**config.mk**
```make
export PLATFORM = sky130hd
export DESIGN_NAME = if_id_stage
export DESIGN_NICKNAME = d
export VERILOG_FILES = /design/src/rtl/if_id_stage.sv
export SDC_FILE = /design/constraint.sdc
export NUM_CORES = 1
export LEC_CHECK = 0
export CAP_MARGIN = 20
export CORE_MARGIN = 5
export CORE_UTILIZATION = 34
export DETAILED_ROUTE_END_ITERATION = 16
export PLACE_DENSITY = 0.88
export SETUP_SLACK_MARGIN = 0.5
export SLEW_MARGIN = 20
export SYNTH_ARGS = -nofsm -noshare
export SYNTH_HDL_FRONTEND = slang
export SYNTH_SLANG_ARGS = --single-unit
```
**constraint.sdc**
```tcl
create_clock -name clk -period 0.9 [get_ports clk]
set_input_delay 0.18 -clock clk [delete_from_list [all_inputs] [get_ports clk]]
set_output_delay 0.18 -clock clk [all_outputs]
set_load 0.02 [all_outputs]
```
**src/rtl/if_id_stage.sv**
```systemverilog
// if_id_stage: IF/ID pipeline register for the 5-stage MIPS core.
//   Captures PC, PC+4 and the fetched instruction from IF for the decoder.
//   It supports stall (hold), flush (bubble insert) and branch delay-slot tagging.
//   A two-state FSM (RUN / DS_PEND) defers the delay-slot tag when a taken
//   branch coincides with a stall. The deferred tag is applied on the first
//   valid load that follows.
//
// Optional macro IF_ID_PERF_EN: adds saturating stall_cnt / flush_cnt outputs.
//
// Ports:
//   clk, reset        clock; synchronous active-high reset
//   pc_in, npc_in     PC and PC+4 of the instruction in IF
//   instr_in          instruction word from instruction memory
//   if_valid          IF holds a real instruction
//   stall             hold the register (load-use hazard)
//   flush             squash the IF instruction
//   branch_taken      branch in ID taken; the incoming instruction is its delay slot
//   pc_out, npc_out   registered PC / PC+4
//   instr_out         registered instruction (NOP_INSTR when a bubble is present)
//   valid_out         instr_out is a real instruction
//   delay_slot_out    instr_out is a branch delay slot
//   ds_pending        FSM is in DS_PEND
//   stall_cnt, flush_cnt  (IF_ID_PERF_EN only) saturating event counters
module if_id_stage #(
  parameter int unsigned            DATA_WIDTH = 32,
  parameter logic [DATA_WIDTH-1:0]  NOP_INSTR  = '0
) (
  input  logic                  clk,
  input  logic                  reset,
  input  logic [DATA_WIDTH-1:0] pc_in,
  input  logic [DATA_WIDTH-1:0] npc_in,
  input  logic [DATA_WIDTH-1:0] instr_in,
  input  logic                  if_valid,
  input  logic                  stall,
  input  logic                  flush,
  input  logic                  branch_taken,
  output logic [DATA_WIDTH-1:0] pc_out,
  output logic [DATA_WIDTH-1:0] npc_out,
  output logic [DATA_WIDTH-1:0] instr_out,
  output logic                  valid_out,
  output logic                  delay_slot_out,
  output logic                  ds_pending
`ifdef IF_ID_PERF_EN
  ,
  output logic [15:0]           stall_cnt,
  output logic [15:0]           flush_cnt
`endif
);

  localparam int unsigned CNT_W = 16;

  typedef enum logic {
    RUN     = 1'b0,
    DS_PEND = 1'b1
  } state_t;

  state_t state, state_nxt;

  logic [DATA_WIDTH-1:0] pc_d, npc_d, instr_d;
  logic                  valid_d, ds_d;

  // A load happens only when neither flush nor stall is active
  logic load_c;
  assign load_c = !flush && !stall;

  // State register
  always_ff @(posedge clk) begin
    if (reset) state <= RUN;
    else       state <= state_nxt;
  end

  // Next-state logic
  always_comb begin
    state_nxt = state;
    if (flush) begin
      state_nxt = RUN;
    end else begin
      case (state)
        RUN:     if (branch_taken && stall) state_nxt = DS_PEND;
        // branch_taken is ignored here: no nested delay slots
        DS_PEND: if (!stall && if_valid)    state_nxt = RUN;
        default: state_nxt = RUN;
      endcase
    end
  end

  // Output logic: next values of the pipeline register
  always_comb begin
    pc_d    = pc_out;
    npc_d   = npc_out;
    instr_d = instr_out;
    valid_d = valid_out;
    ds_d    = delay_slot_out;
    if (flush) begin
      pc_d    = pc_in;
      npc_d   = npc_in;
      instr_d = NOP_INSTR;
      valid_d = 1'b0;
      ds_d    = 1'b0;
    end else if (load_c) begin
      pc_d    = pc_in;
      npc_d   = npc_in;
      instr_d = if_valid ? instr_in : NOP_INSTR;
      valid_d = if_valid;
      // Tag either from a same-cycle taken branch or a deferred one
      ds_d    = if_valid && ((state == RUN && branch_taken) || state == DS_PEND);
    end
  end

  // Pipeline register
  always_ff @(posedge clk) begin
    if (reset) begin
      pc_out         <= '0;
      npc_out        <= '0;
      instr_out      <= NOP_INSTR;
      valid_out      <= 1'b0;
      delay_slot_out <= 1'b0;
    end else begin
      pc_out         <= pc_d;
      npc_out        <= npc_d;
      instr_out      <= instr_d;
      valid_out      <= valid_d;
      delay_slot_out <= ds_d;
    end
  end

  // The single-bit state encoding makes ds_pending a direct flop output
  assign ds_pending = (state == DS_PEND);

`ifdef IF_ID_PERF_EN
  // Saturating hazard counters
  always_ff @(posedge clk) begin
    if (reset) begin
      stall_cnt <= '0;
      flush_cnt <= '0;
    end else begin
      if (stall && !flush && stall_cnt != {CNT_W{1'b1}})
        stall_cnt <= CNT_W'(stall_cnt + CNT_W'(1));
      if (flush && flush_cnt != {CNT_W{1'b1}})
        flush_cnt <= CNT_W'(flush_cnt + CNT_W'(1));
    end
  end
`endif

endmodule

```
==> impl_metrics.toml, run 1 <==
[worst_setup_path]
path_buf_inv = 1
cpMaxStageDelayCell = "dfxtp_4"
cp_data_required_time_ps = 720
end_kind = "output pin"
timing.rr.end = "npc_out[17]$_SDFFE_PP0P_"
crit_family = "flip-flops"
path_max_fanout = 2
crit_chain = "buf_6"
cp_data_arrival_time_ps = 890
ff2ff_setup_slack_ps = 60
ff2ff_path_depth = 4
critical-path-max-stage-delay_ps = 400
crit_type = "reg2out"
startpoint_type = "register"
r2r_start = "npc_out[17]$_SDFFE_PP0P_"

[global_routing]
grt_overflow = 0
grt.total_usage = 0.249
grt_pass1_wl_um = 24700
grt_pass1_vias = 4484
grt_antenna_before_repair = 0
grt_max_degree = 43

[yosys]
synth_area_per_cell_um2 = 8.09
seq_area_frac_synth = 0.561
synth_cells = 437
synth_cell_types = 14
syn_area_um2 = 3530
ys_seq_elements = 99
synth_nets = 539
synth_warnings = 0

[pwr]
p_leak_uw = 0.00372
peakVddDrop_uv = 918
powerDensity_nw_per_um2 = 1250

[sta]
slew_viol_final = 0
skew_ps = 12.9
setup_viol = 129
fin_crit_sh = 1.19
relSlewSlack = 0.792
worst_slack_ps = -173
hold_viol = 0
fin_crit_ps = 1070
worstMarginPinSlew_ps = 312
rsz0062_at_grt = "yes"
fmax_ghz = 0.932
fin_setup_tns_ps = -13890

[final_layout]
seq_area_um2 = 2310
syn_to_final_growth_pct = 145
n_antenna_cell = 0
drive_gt1_frac = 0.746
multi_input_area_um2 = 2460
nets = 806
fillers = 474
final_cells = 845

[detailed_routing]
detail-route-antenna-nets = 0
drtIter0Drc = 290
drcViolationCount = 0
wl_per_cell_um = 24.4
vias = 4529
vias_per_cell = 5.36
drt_first_pass_iters = 5
drt-total-wl_um = 20600

[min_path]
min_path_cells = 3
worst_hold_path_type = "in2reg"
min_to = "ds_pending$_SDFF_PP0_"
worstHoldStart = "stall"

[cts]
cts_tree = "built"
clkLatencyLatePin_ps = 360
cts_max_path_buffers = 2
ctsHoldBuffers = 0
cts.sinks = 99
htreeDepth = 3
clk_pin_slew_ps = 110
numCtsBuffers = 9
cts_root_buf = "clkbuf_8"

[floorplan]
fp.coreArea_um2 = 10200
die_x_um = 112
row_count = 37
die-area_um2 = 12500
io_pins = 201
fp.dieH_um = 112
start_util = 0.345

[placement]
dp.cells = 752
dpl.hpwl_um = 8790
place_congestion = 0.882
port_buffers = 200

[run_status]
status = "complete, but fails checks"
violations = "negative setup slack"

[run]
drv_cap = 0
==> area by class of cell <==
type | count | share of cell area
well taps | 136 | 0.0197
multi-input cells | 302 | 0.284
flip-flops and latches | 99 | 0.266
repair buffers | 292 | 0.405
clock inverters | 7 | 0.0104
clock buffers | 9 | 0.0143
==> power breakdown <==
part / internal, uW / switching, uW
registers: 4480 / 225
clock network: 1560 / 1640
logic: 1560 / 1380
total: 7600 / 3250
==> layout by cell type (no fill, tap or decap), types with 19 or more instances in the layout <==
| master | instances |
|---|---|
| a21oi_2 | 91 |
| buf_4 | 28 |
| buf_6 | 127 |
| clkdlybuf4s50_1 | 97 |
| dfxtp_2 | 19 |
| dfxtp_4 | 80 |
| nand2_1 | 54 |
| nand2_2 | 38 |
| nand2_4 | 71 |
| nand3_1 | 20 |
==> logic make-up (layout without fill, tap and decap cells) <==
| logic type | Yosys count | after routing | share of synthesized area |
|---|---|---|---|
| flip-flops | 99 | 99 | 0.561 |
| AO/OA/AOI/OAI | 101 | 101 | 0.144 |
| AND/OR/NAND/NOR | 201 | 201 | 0.229 |
| buffers and inverters | 36 | 308 | 0.0659 |
==> metal layers <==
layer | GRT usage | vias to the layer above | share of wire
met5 | 0 | - | 0
met4 | 0.107 | 0 | 0.044
met3 | 0.0766 | 71 | 0.085
met2 | 0.437 | 289 | 0.51
met1 | 0.278 | 2193 | 0.36
li1 | - | 1976 | -
==> worst max path at each step <==
stage / from / to / slack, ps / depth (start not counted)
floorplan: flush / instr_out[10]$_SDFFE_PP0P_ / 20 / 5
global placement: stall / pc_out[8]$_SDFFE_PP0P_ / -580 / 5
detailed placement: stall / pc_out[27]$_SDFFE_PP0P_ / -670 / 5
CTS: pc_out[30]$_SDFFE_PP0P_ / pc_out[30] / -140 / 1
global route: pc_out[7]$_SDFFE_PP0P_ / pc_out[7] / -190 / 1
finish: pc_out[7]$_SDFFE_PP0P_ / pc_out[7] / -170 / 1
==> what timing repair did <==
action                                  4_1_cts  5_1_grt
endpoints found under the hold margin         0        0
gates cloned                                 15        9
endpoints found under the setup margin      198      198
buffers inserted                             27       26
pin swaps                                    69      119
gates resized for setup                     773      207
==> Yosys cell counts, drive strengths merged <==
library cell / instances / share of area
clkbuf: 10 / 0.011
o211ai: 1 / 0.0021
and2b: 1 / 0.0021
nand2b: 2 / 0.0035
dfxtp: 99 / 0.56
nand2: 163 / 0.17
a21oi: 99 / 0.14
buf: 26 / 0.055
nand3: 32 / 0.045
nor2: 1 / 0.0018
o21ai: 1 / 0.0014
or2: 2 / 0.0035
==> per-stage QoR <==
step           cell area [um^2]   util  setup slack [ps]  hold slack, ps  power, uW
4_1_cts                    7480  0.731              -142            77.7      10100
2_1_floorplan              3880      -              23.9             310       5410
6_report                   8660  0.846              -173            94.6      10800
3_5_place_dp               5980  0.584              -672             447       6390
3_3_place_gp               5980  0.584              -582             437       6330
5_1_grt                    8660  0.846              -190            87.1      11200
==> registers in the layout, summed over array words and instances, names as in the netlist <==
register	count
valid_out	1
pc_out	32
delay_slot_out	1
ds_pending	1
npc_out	32
instr_out	32
Note: power is estimated with default switching activity, not from simulation.
==> run 2, diff against run 1 <==
- CORE_UTILIZATION: 34 -> 38
- PLACE_DENSITY: 0.88 -> 0.92
- clock period: 0.9 -> 1.2 ns (I/O delays scaled with it)
==> impl_metrics.toml, run 2 (same netlist as run 1, synthesis figures left out) <==
[worst_setup_path]
critical-path-max-stage-delay_ps = 400
cp_data_required_time_ps = 960
cpMaxStageDelayCell = "dfxtp_2"
crit_family = "flip-flops"
path_buf_inv = 1
end_kind = "output pin"
path_max_fanout = 2
startpoint_type = "register"
crit_type = "reg2out"
cp_data_arrival_time_ps = 910
crit_chain = "buf_6"

[sta]
worstMarginPinSlew_ps = 511
fin_crit_ps = 1150
fin_crit_sh = 0.959
holdWs_ps = 123
hold_viol = 0
setup_viol = 0
slew_viol_final = 0
rsz0062_at_grt = "yes"
skew_ps = 12.5
relSlewSlack = 0.659
fmax_ghz = 0.869

[final_layout]
fin_area_um2 = 8810
reg.largest.list = "instr_out x32, npc_out x32, pc_out x32"
layout_common_cells = "116 x buf_6, 97 x clkdlybuf4s50_1, 94 x nand2_4"
nets = 817
final_common_cell = "buf_6"
n_antenna_cell = 0
syn_to_final_growth_pct = 149
drive_gt1_frac = 0.785
fillers = 160
final_cells = 831

[pwr]
peakVddDrop_uv = 528
powerDensity_nw_per_um2 = 920
p_total_uw = 8110
p_leak_uw = 0.00383

[placement]
dp.cells = 725
port_buffers = 200
dpl.hpwl_um = 8290
placed_area_um2 = 5620
place_congestion = 0.789

[global_routing]
grt.total_usage = 0.286
grt_antenna_before_repair = 0
grt_pass1_wl_um = 24900
grt_max_degree = 42
grt_pass1_vias = 4519
grt_overflow = 0

[run_status]
status = "finished clean"

[floorplan]
io_pins = 201
fp.coreArea_um2 = 9150
row_count = 35
start_util = 0.386
die-area_um2 = 11300
fp.dieH_um = 106
die_x_um = 106

[min_path]
worst_hold_path_type = "in2reg"

[detailed_routing]
vias = 4802
wl_met1_um = 7770
wl_met2_um = 11000
drtIter0Drc = 254
drt_first_pass_iters = 5
detail-route-antenna-nets = 0
wl_met3_um = 2130
drcViolationCount = 0
wl_per_cell_um = 27.2
drt-total-wl_um = 22600
top_layer_used = "met4"
vias_per_cell = 5.78

[cts]
clk_pin_slew_ps = 110
cts_max_path_buffers = 2
cts_tree = "built"
clkLatencyLatePin_ps = 370
cts_root_buf = "clkbuf_8"
htreeDepth = 3
cts.sinks = 99
numCtsBuffers = 9

[run]
drv_cap = 0
## run 2: final cells by class
cell class,count,area (um^2),area share
tap,111,139,0.0158
clock buffer,11,141,0.0160
sequential,99,2120,0.241
timing repair buffer,303,3630,0.412
clock inverter,5,38.8,0.00440
multi-input combinational,302,2750,0.312
## run 2: repair_timing
action | in CTS | in global routing
gates resized for setup | 833 | 279
endpoints found under the setup margin | 198 | 198
gates cloned | 20 | 4
pin swaps | 55 | 162
hold buffers | 0 | 0
buffers inserted | 31 | 35
## run 2: worst paths after layout
check,endpoint,from,cells after the start,slack (ps)
max,instr_out[24],instr_out[24]$_SDFFE_PP0P_,1,50
min,ds_pending$_SDFF_PP0_,stall,3,120
max reg2reg,delay_slot_out$_SDFFE_PP0P_,ds_pending$_SDFF_PP0_,4,180
min reg2reg,instr_out[31]$_SDFFE_PP0P_,instr_out[31]$_SDFFE_PP0P_,2,480
## run 2: report_power, final
group | total, uW | switching [uW] | internal, uW
sequential | 3620 | 158 | 3460
clock | 2100 | 1280 | 823
combinational | 2390 | 1150 | 1250
## run 2: stage by stage
stage	TNS (ps)	utilization	worst slack, ps
final	0	0.963	49.8
after floorplan	0	-	264
after global placement	-29370	0.614	-323
after CTS	0	0.803	98.9
after detailed placement	-35110	0.614	-443
after global routing	0	0.963	23.8
## run 2: layer usage
metal | global-route usage | up-vias
met1 | 0.308 | 2276
met2 | 0.522 | 404
met5 | 0 | -
met3 | 0.0838 | 127
met4 | 0.115 | 0
li1 | - | 1995
==> run 3, diff against run 2 <==
- ABC_AREA: default -> 1
- PLACE_DENSITY: 0.92 -> default
- PLACE_DENSITY_LB_ADDON: default -> 0.3
==> impl_metrics.toml, run 3 <==
[run_status]
status = "finished clean"

[global_routing]
grt.total_usage = 0.280
grt_antenna_before_repair = 0
grt_pass1_wl_um = 24600
grt_max_degree = 24
grt_pass1_vias = 4601
grt_overflow = 0

[final_layout]
nets = 831
layout_common_cells = "116 x buf_6, 97 x dfxtp_2, 97 x clkdlybuf4s50_1"
n_antenna_cell = 0
syn_to_final_growth_pct = 143
final_common_cell = "buf_6"
fin_area_um2 = 8580
drive_gt1_frac = 0.691
reg.largest.list = "instr_out x32, npc_out x32, pc_out x32"

[yosys]
synth_edf_count = 0
yosys.area.top_type = "dfxtp_1"
synth_cell_types = 15
synth_cells = 439
syn_area_um2 = 3530
ys.flop_type = "dfxtp_1"
seq_area_frac_synth = 0.561
ys_seq_elements = 99
synth_area_per_cell_um2 = 8.05
yosysTopAreaCellShare = 0.561
synth_warnings = 0
async_reset_ff_frac = 0
synth.most_common_cell = "nor2_1"
synth_nets = 541
synth.top_cells.by_area = "dfxtp_1 56%, nor2_1 14%, o21ai_0 7.5%, a21oi_1 5.0%, nand3_1 4.7%"
synth_commonest_cells = "130 x nor2_1, 99 x dfxtp_1, 53 x o21ai_0"

[sta]
fin_crit_sh = 0.964
relSlewSlack = 0.802
slew_viol_final = 0
fmax_ghz = 0.865
skew_ps = 2.30
hold_viol = 0
rsz0062_at_grt = "yes"
worst_slack_ps = 43.6
fin_crit_ps = 1160
setup_viol = 0
worstMarginPinSlew_ps = 296

[detailed_routing]
vias_per_cell = 5.76
detail-route-antenna-nets = 0
wl_met3_um = 1660
wl_per_cell_um = 26.6
top_layer_used = "met4"
drcViolationCount = 0
wl_met1_um = 7320
drt-total-wl_um = 22400
drtIter0Drc = 308
wl_met2_um = 11700
drt_first_pass_iters = 5
vias = 4871

[pwr]
peakVddDrop_uv = 816
powerDensity_nw_per_um2 = 967
p_leak_uw = 0.00339

[cts]
cts_max_path_buffers = 2
clkLatencyLatePin_ps = 370
cts_tree = "built"
clk_pin_slew_ps = 100
cts_root_buf = "clkbuf_8"
ctsHoldBuffers = 0
numCtsBuffers = 9
cts.sinks = 99
htreeDepth = 3

[floorplan]
die-area_um2 = 11300
start_util = 0.386
fp.coreArea_um2 = 9150
fp.dieH_um = 106
die_x_um = 106
row_count = 35
io_pins = 201

[worst_setup_path]
startpoint_type = "register"
cp_data_arrival_time_ps = 920
path_buf_inv = 1
critical-path-max-stage-delay_ps = 400
crit_family = "flip-flops"
cpMaxStageDelayCell = "dfxtp_2"
crit_chain = "buf_6"
end_kind = "output pin"
path_max_fanout = 2
crit_type = "reg2out"
cp_data_required_time_ps = 960

[placement]
pre_cts_slack_ps = -370
place_congestion = 0.783
port_buffers = 200
dpl.hpwl_um = 8390
placed_area_um2 = 5680

[min_path]
worst_hold_path_type = "in2reg"

[run]
drv_cap = 0
-- run 3: cell types whose count changed after synthesis, moves of 2 or more --
cell,before,now
or2_1,2,0
nand2_1,163,37
inv_2,0,4
o21ai_1,0,11
clkbuf_1,10,7
inv_1,0,2
o21ai_0,1,53
nor2_1,0,130
nand2b_1,2,0
a21oi_1,99,35
-- run 3: final cells by class --
cell class | instances | area, um^2
timing repair buffer | 312 | 3830
clock inverter | 4 | 27.5
tap | 111 | 139
fill | 248 | 577
inverter | 6 | 52.6
clock buffer | 12 | 135
multi-input combinational | 301 | 2280
sequential | 99 | 2110
-- run 3: final timing paths --
path | start | end | slack [ps] | depth (start not counted)
worst max-delay path | pc_out[19]$_SDFFE_PP0P_ | pc_out[19] | 40 | 1
worst min-delay path | stall | ds_pending$_SDFF_PP0_ | 340 | 3
worst max register to register | ds_pending$_SDFF_PP0_ | ds_pending$_SDFF_PP0_ | 190 | 5
worst min register to register | instr_out[9]$_SDFFE_PP0P_ | instr_out[9]$_SDFFE_PP0P_ | 490 | 2
-- run 3: metrics by stage --
step	total power (uW)	hold slack (ps)	utilization	instances	TNS [ps]
finish	8300	336	0.937	845	0
CTS	7560	261	0.819	803	0
detailed placement	5030	455	0.621	735	-30600
floorplan	4230	361	-	439	0
global placement	5000	448	0.621	735	-26300
global route	8530	330	0.937	845	0
-- run 3: what timing repair did --
action | 4_1_cts | 5_1_grt
setup buffers | 29 | 40
pin swaps | 44 | 70
cloned | 23 | 2
endpoints found under the setup margin | 198 | 198
resized for setup | 844 | 165
-- run 3: where the power goes --
group,leakage [uW],switching [uW],internal [uW]
clock,0.0000726,1300,757
combinational,0.00247,1200,1390
sequential,0.000851,163,3490
-- run 3: cell families (layout without fill, tap and decap cells) --
family | after synthesis | count (layout) | synth area share
simple gates | 202 | 202 | 0.229
compound gates | 99 | 99 | 0.140
flops | 99 | 99 | 0.561
buf+inv | 39 | 334 | 0.0701
-- run 3: per-layer routing --
| layer | global-route usage | vias to the layer above |
|---|---|---|
| li1 | - | 2027 |
| met3 | 0.0741 | 123 |
| met2 | 0.505 | 354 |
| met1 | 0.296 | 2367 |
| met5 | 0 | - |
| met4 | 0.153 | 0 |
